**src/rtl/binary_mul_seq_n.sv**
```systemverilog
// binary_mul_seq_n: shift-add sequential multiplier, signed or unsigned per op.
// Processes one multiplier bit per enabled cycle and produces a full 2*WIDTH product.
// With en held high the product is ready WIDTH cycles after the operands are accepted.
module binary_mul_seq_n #(
    parameter int WIDTH = 4
) (
    input  logic               clk,
    input  logic               rst_n,
    input  logic               en,
    input  logic               in_valid,
    output logic               in_ready,
    input  logic [WIDTH-1:0]   a,
    input  logic [WIDTH-1:0]   b,
    input  logic               is_signed,
    output logic               out_valid,
    input  logic               out_ready,
    output logic [2*WIDTH-1:0] p
);
    localparam int PW = 2 * WIDTH;
    localparam int CW = $clog2(WIDTH);

    typedef enum logic [1:0] {IDLE, RUN, DONE} state_t;

    state_t          state;
    logic [PW-1:0]   acc;
    logic [PW-1:0]   mcand;    // extended multiplicand, pre-shifted to the current bit weight
    logic [WIDTH-1:0] mplier;  // multiplier, shifted right so bit 0 is the current bit
    logic            sgn;
    logic [CW-1:0]   cnt;
    logic [PW-1:0]   term;
    logic [PW-1:0]   acc_nxt;
    logic            last;

    // Ready is a pure decode of the state register, so there is no input-to-output path.
    assign in_ready = (state == IDLE);
    assign last     = (cnt == CW'(WIDTH - 1));

    // Partial product for the current bit; the signed MSB carries negative weight.
    always_comb begin
        term    = mplier[0] ? mcand : '0;
        acc_nxt = (sgn && last) ? (acc - term) : (acc + term);
    end

    // Control FSM and datapath registers.
    always_ff @(posedge clk or negedge rst_n) begin
        if (!rst_n) begin
            state     <= IDLE;
            acc       <= '0;
            mcand     <= '0;
            mplier    <= '0;
            sgn       <= 1'b0;
            cnt       <= '0;
            p         <= '0;
            out_valid <= 1'b0;
        end else begin
            case (state)
                IDLE: begin
                    if (in_valid) begin
                        mcand  <= {{WIDTH{is_signed & a[WIDTH-1]}}, a};
                        mplier <= b;
                        sgn    <= is_signed;
                        acc    <= '0;
                        cnt    <= '0;
                        state  <= RUN;
                    end
                end
                RUN: begin
                    if (en) begin
                        acc    <= acc_nxt;
                        mcand  <= mcand << 1;
                        mplier <= mplier >> 1;
                        cnt    <= cnt + CW'(1);
                        if (last) begin
                            p         <= acc_nxt;
                            out_valid <= 1'b1;
                            state     <= DONE;
                        end
                    end
                end
                DONE: begin
                    if (out_ready) begin
                        out_valid <= 1'b0;
                        state     <= IDLE;
                    end
                end
                default: state <= IDLE;
            endcase
        end
    end
endmodule

```
**config.mk**
```make
export PLATFORM = sky130hd
export DESIGN_NAME = binary_mul_seq_n
export DESIGN_NICKNAME = d
export VERILOG_FILES = /design/src/rtl/binary_mul_seq_n.sv
export SDC_FILE = /design/constraint.sdc
export NUM_CORES = 1
export LEC_CHECK = 0
export BUFFER_PORTS_ARGS = -buffer_cell sky130_fd_sc_hd__buf_2
export CORE_MARGIN = 8
export CORE_UTILIZATION = 60
export CTS_CLUSTER_SIZE = 20
export DETAILED_ROUTE_END_ITERATION = 8
export PLACE_DENSITY = 0.94
export RECOVER_POWER = 50
export SYNTH_ARGS = -nofsm -noshare
export SYNTH_HDL_FRONTEND = slang
export SYNTH_SLANG_ARGS = --single-unit
```
**constraint.sdc**
```tcl
create_clock -name clk -period 5.85 [get_ports clk]
set_input_delay 1.755 -clock clk [delete_from_list [all_inputs] [get_ports clk]]
set_output_delay 1.755 -clock clk [all_outputs]
set_load 0.05 [all_outputs]
```
* After elaboration in Yosys (flattened, before gate mapping)
Cells that the tools add are included.
Storage, ports and cells: register bits after elaboration 34, bits in latches 0, memory bits (writable) 0, ROM bits 0, input bits 14, output and inout bits 10, memories 0
Cells by class: $add $sub $neg 3, multipliers 0, divide/modulo/power cells 0, $lt $le $gt $ge 0, eq/ne operators 7, shift operators 0, multiplexer cells 23, bitwise operators 1, reduce and logical (&&, ||, !) cells 9
Operators by type and width (number):
- 8-bit 2-to-1 mux | 6
- 8-bit case mux with 2 select lines | 2
- 2-bit 2-to-1 mux | 6
- 8-bit adder | 1
- 4-bit 2-to-1 mux | 2
- 2-bit != test (second input constant) | 4
- 4-bit case mux with 2 select lines | 1
- 4-bit AND reduction | 2
- 8-bit subtractor | 1
- 2-bit case mux with 3 select lines | 1
- 3-bit AND reduction | 2
- 2-bit equality test (second input constant) | 2
- 2-bit case mux with 2 select lines | 1
- 2-bit nonzero test | 2
- 1-bit 2-to-1 mux | 3
- 2-bit by 1-bit adder with 2-bit output (second input constant) | 1
- 2-bit by 1-bit equality test with 1-bit output (second input constant) | 1
- 2-bit logical NOT | 1
- 1-bit case mux with 2 select lines | 1
- 2-bit AND reduction | 1
- 1-bit bitwise AND | 1
- 1-bit logical AND | 1

* Logic depth before layout (Yosys ltp)
depth after elaboration 5, depth in mapped cells 11, mapped depth without buffers 11

* Worst setup path after synthesis
Ideal clock, no wire load.
kind register -> output, start point register state[0], end point output in_ready, arrival 1112 ps, required time 4095 ps, setup slack 2983 ps, cell stages (with the launch flop) 2, path through dfrtp_1 -> nor2_1
On the way: cells in the longest elaborated chain, start to end 1
Ends and longest elaborated chain:
- start: declaration | line 24 | state_t state;
- start signal: assignment | line 47 | state <= IDLE;
- start signal: assignment | line 64 | state <= RUN;
- start signal: assignment | line 76 | state <= DONE;
- 2-bit logical NOT | line 35 | assign in_ready = (state == IDLE);
- end: declaration | line 11 | output logic in_ready,
No other way between the ends.

* Worst setup path after layout
Same ends and word-level chain as after synthesis.

==> flow_metrics.py <==
metrics = {
    "cells_and_area": {
        "antenna_cells": 0,
        "nets": 233,
        "final_util_pct": 66.3,
        "fill_cells": 245,
        "fin_area_mm2": 0.00199,
        "drive_gt1_share_pct": 16.2,
        "multi_input_area_um2": 927,
        "syn2layout_area_growth_pct": 7.43,
        "final_cells": 243,
        "ff_latch_area_um2": 851,
    },
    "yosys": {
        "synth_top_area_share_pct": 45.9,
        "synth_area_leaders": "dfrtp_1 46%, nand2_1 8.3%, o21ai_0 7.6%",
        "yosysTopAreaCell": "dfrtp_1",
        "synth_cell_types": 35,
        "synth.most_common_cell": "nand2_1",
        "synth_ff_type": "dfrtp_1",
        "ys_ff_latch": 34,
        "yosys_warnings": 0,
        "postSynthNetCount": 211,
        "synthCells": 188,
        "yosys-top-cells-count": "41 x nand2_1, 34 x dfrtp_1, 28 x o21ai_0, 11 x xnor2_1, 8 x ha_1",
        "avgSynthCellArea_um2": 9.86,
        "async_flop_share_pct": 100,
        "syn-cell-area_mm2": 0.00185,
        "ys_seq_area_share_pct": 45.9,
        "synth_edf_count": 0,
    },
    "clock_tree": {
        "cts_root_buffer": "clkbuf_4",
        "htreeDepth": 2,
        "clkLatencyLatePin_ns": 0.34,
        "cts_tree": "yes",
        "clk_pin_slew_ns": 0.09,
        "cts.path.max_buffers": 2,
        "cts_resized": 0,
        "clock_sinks": 34,
        "cts_made_buffers": 5,
        "cts_hold_buf": 0,
        "post-cts-setup-buffer-count": 0,
    },
    "floorplan": {
        "rows": 20,
        "die_y_um": 71.6,
        "pin_count": 24,
        "die_area_mm2": 0.00512,
        "fp.dieW_um": 71.6,
        "core_mm2": 0.00300,
        "initial_core_util_pct": 61.7,
    },
    "timing": {
        "finalSetupViolCount": 0,
        "rsz0062_at_grt": "no",
        "maxSlewHeadroom_pct": -19.2,
        "min_period_ns": 2.97,
        "finalSetupTns_ns": 0,
        "max_freq_mhz": 337,
        "hold-worst-slack_ns": 0.480,
        "slew_violations": 35,
        "hold_viol_final": 0,
        "worst_slew_pin_slew_ns": 1.79,
        "fin_worst_skew_ns": 0.00536,
        "fin_crit_sh_pct": 50.8,
    },
    "grt": {
        "grt_pass1_vias": 1413,
        "grt_antenna_before_repair": 0,
        "grt_util_met3_pct": 4.60,
        "grt_usage_pct": 15.8,
        "met2_usage_pct": 26.0,
        "grt_max_degree": 37,
        "overflow": 0,
        "busiest_layer": "met2",
        "use_met1_pct": 18.4,
        "grt_pass1_wl_mm": 6.38,
    },
    "detailed_routing": {
        "dr.pass1.iters": 4,
        "vias": 1398,
        "wl_per_cell_um": 14.8,
        "viasPerCell": 5.75,
        "drt_iter0_drc": 51,
        "totalWireLength_mm": 3.59,
        "drc": 0,
        "ant_nets": 0,
    },
    "critical_path": {
        "path_cells": "nor2_1 -> buf_2",
        "reg2reg_setup_slack_ns": 3.00,
        "critical_path.top_delay_family": "flip-flops",
        "crit_path_start_kind": "flip-flop",
        "crit_slowest_cell": "dfrtp_1",
        "crit_path_start": "state[0]",
        "path_class": "reg -> out",
        "arrival_ns": 1.21,
        "rr_startpoint": "cnt[0]",
        "r2r-end": "p[6]",
        "cp.required_ns": 4.09,
        "path_max_fanout": 7,
        "cpPeakStageDelay_ns": 0.46,
        "crit_path_end_kind": "output pin",
        "rr_worst_depth": 10,
        "path_buf_inv": 1,
    },
    "placed_design": {
        "place_area_mm2": 0.00195,
        "dp.cells": 236,
        "post-dp-hpwl_mm": 2.65,
        "port_buffers": 23,
        "gp_congestion": 0.789,
    },
    "run": {
        "maxCapViolCount": 1,
    },
    "power_and_ir_drop": {
        "pwr-share-comb_pct": 58.0,
        "ir_drop_mv": 0.370,
        "p_int_w": 0.000659,
        "power.density_mw_per_mm2": 632,
        "power.leakage_nw": 0.927,
        "p_switching_w": 0.000598,
        "power_switching_share_pct": 47.6,
        "pwr-share-seq_pct": 32.6,
        "clkPwrFrac_pct": 9.4,
    },
    "run_status": {
        "outcome": "finished with violations",
        "violations": "capacitance limit, slew limit",
    },
    "hold_path": {
        "whs_path_depth": 2,
        "worstHoldStart": "p[3]",
        "hold_end": "p[3]",
        "min_path_type": "reg -> reg",
    },
}
sequential cells by signal, indices dropped and copies added, names as in the netlist:
signal,flops
sgn,1
out_valid,1
cnt,2
state,2
mcand,8
acc,8
p,8
mplier,4
tightest hold or removal path: stages (launching register included):
cell and delay [ns]:
dfrtp_1 0.35, nand2_1 0.04, o21ai_0 0.05
layout make-up:
cell class | instances | area share (%)
Clock buffer | 7 | 2.26
Inverter | 4 | 0.754
Multi-Input combinational cell | 142 | 46.6
Sequential cell | 34 | 42.7
Tap cell | 33 | 2.07
Timing Repair Buffer | 23 | 5.59
worst max path at each step:
stage,end,slack (ns),cells after the start
4_1_cts,in_ready,2.86,2
2_1_floorplan,in_ready,2.98,1
3_5_place_dp,mplier[3],2.95,4
3_3_place_gp,mcand[0],3.00,4
6_report,in_ready,2.88,2
5_1_grt,p[6],2.53,1
power groups by stage:
stage	clock network (W)	registers (W)	logic, W
after floorplan	0	0.000484	0.000526
after global placement	0	0.000409	0.000699
after detailed placement	0	0.000415	0.000728
after CTS	0.000122	0.000411	0.000733
after global routing	0.000130	0.000423	0.000821
final	0.000118	0.000410	0.000729
logic make-up after synthesis:
| kind of cell | Yosys count | synth area share (%) |
|---|---|---|
| xor+xnor | 13 | 6.14 |
| fa+ha+maj | 9 | 6.48 |
| compound gates | 54 | 18.8 |
| simple gates | 57 | 13.6 |
| mux | 9 | 5.00 |
| buf+inv | 12 | 4.05 |
| flops | 34 | 45.9 |
layer usage:
layer,vias to the layer above,share of wire (%),wire (um)
met1,665,45,1600
met4,0,1.8,63
met5,-,0,0
met2,32,50,1790
met3,6,3.8,135
li1,695,-,-
stage by stage:
| step | power (W) | worst slack [ns] |
|---|---|---|
| 6_report | 0.00126 | 2.88 |
| 5_1_grt | 0.00137 | 2.53 |
| 4_1_cts | 0.00127 | 2.86 |
| 3_5_place_dp | 0.00114 | 2.95 |
| 3_3_place_gp | 0.00111 | 3.00 |
| 2_1_floorplan | 0.00101 | 2.98 |
cell usage in the layout, fill, tap and decap left out, types with 2 or more instances in the layout:
master	instances
mux2_2	2
o21ai_0	28
ha_1	8
dfrtp_1	34
nand2b_1	4
nor2_1	4
clkbuf_1	5
mux2i_1	7
nand2_1	41
clkbuf_4	5
a21oi_1	6
inv_1	4
buf_2	20
o31ai_1	4
a311oi_1	2
xnor2_1	11
a21o_1	3
xor2_1	2
a22o_1	2
o21ai_1	2
Power figures use the tool's default switching activity.
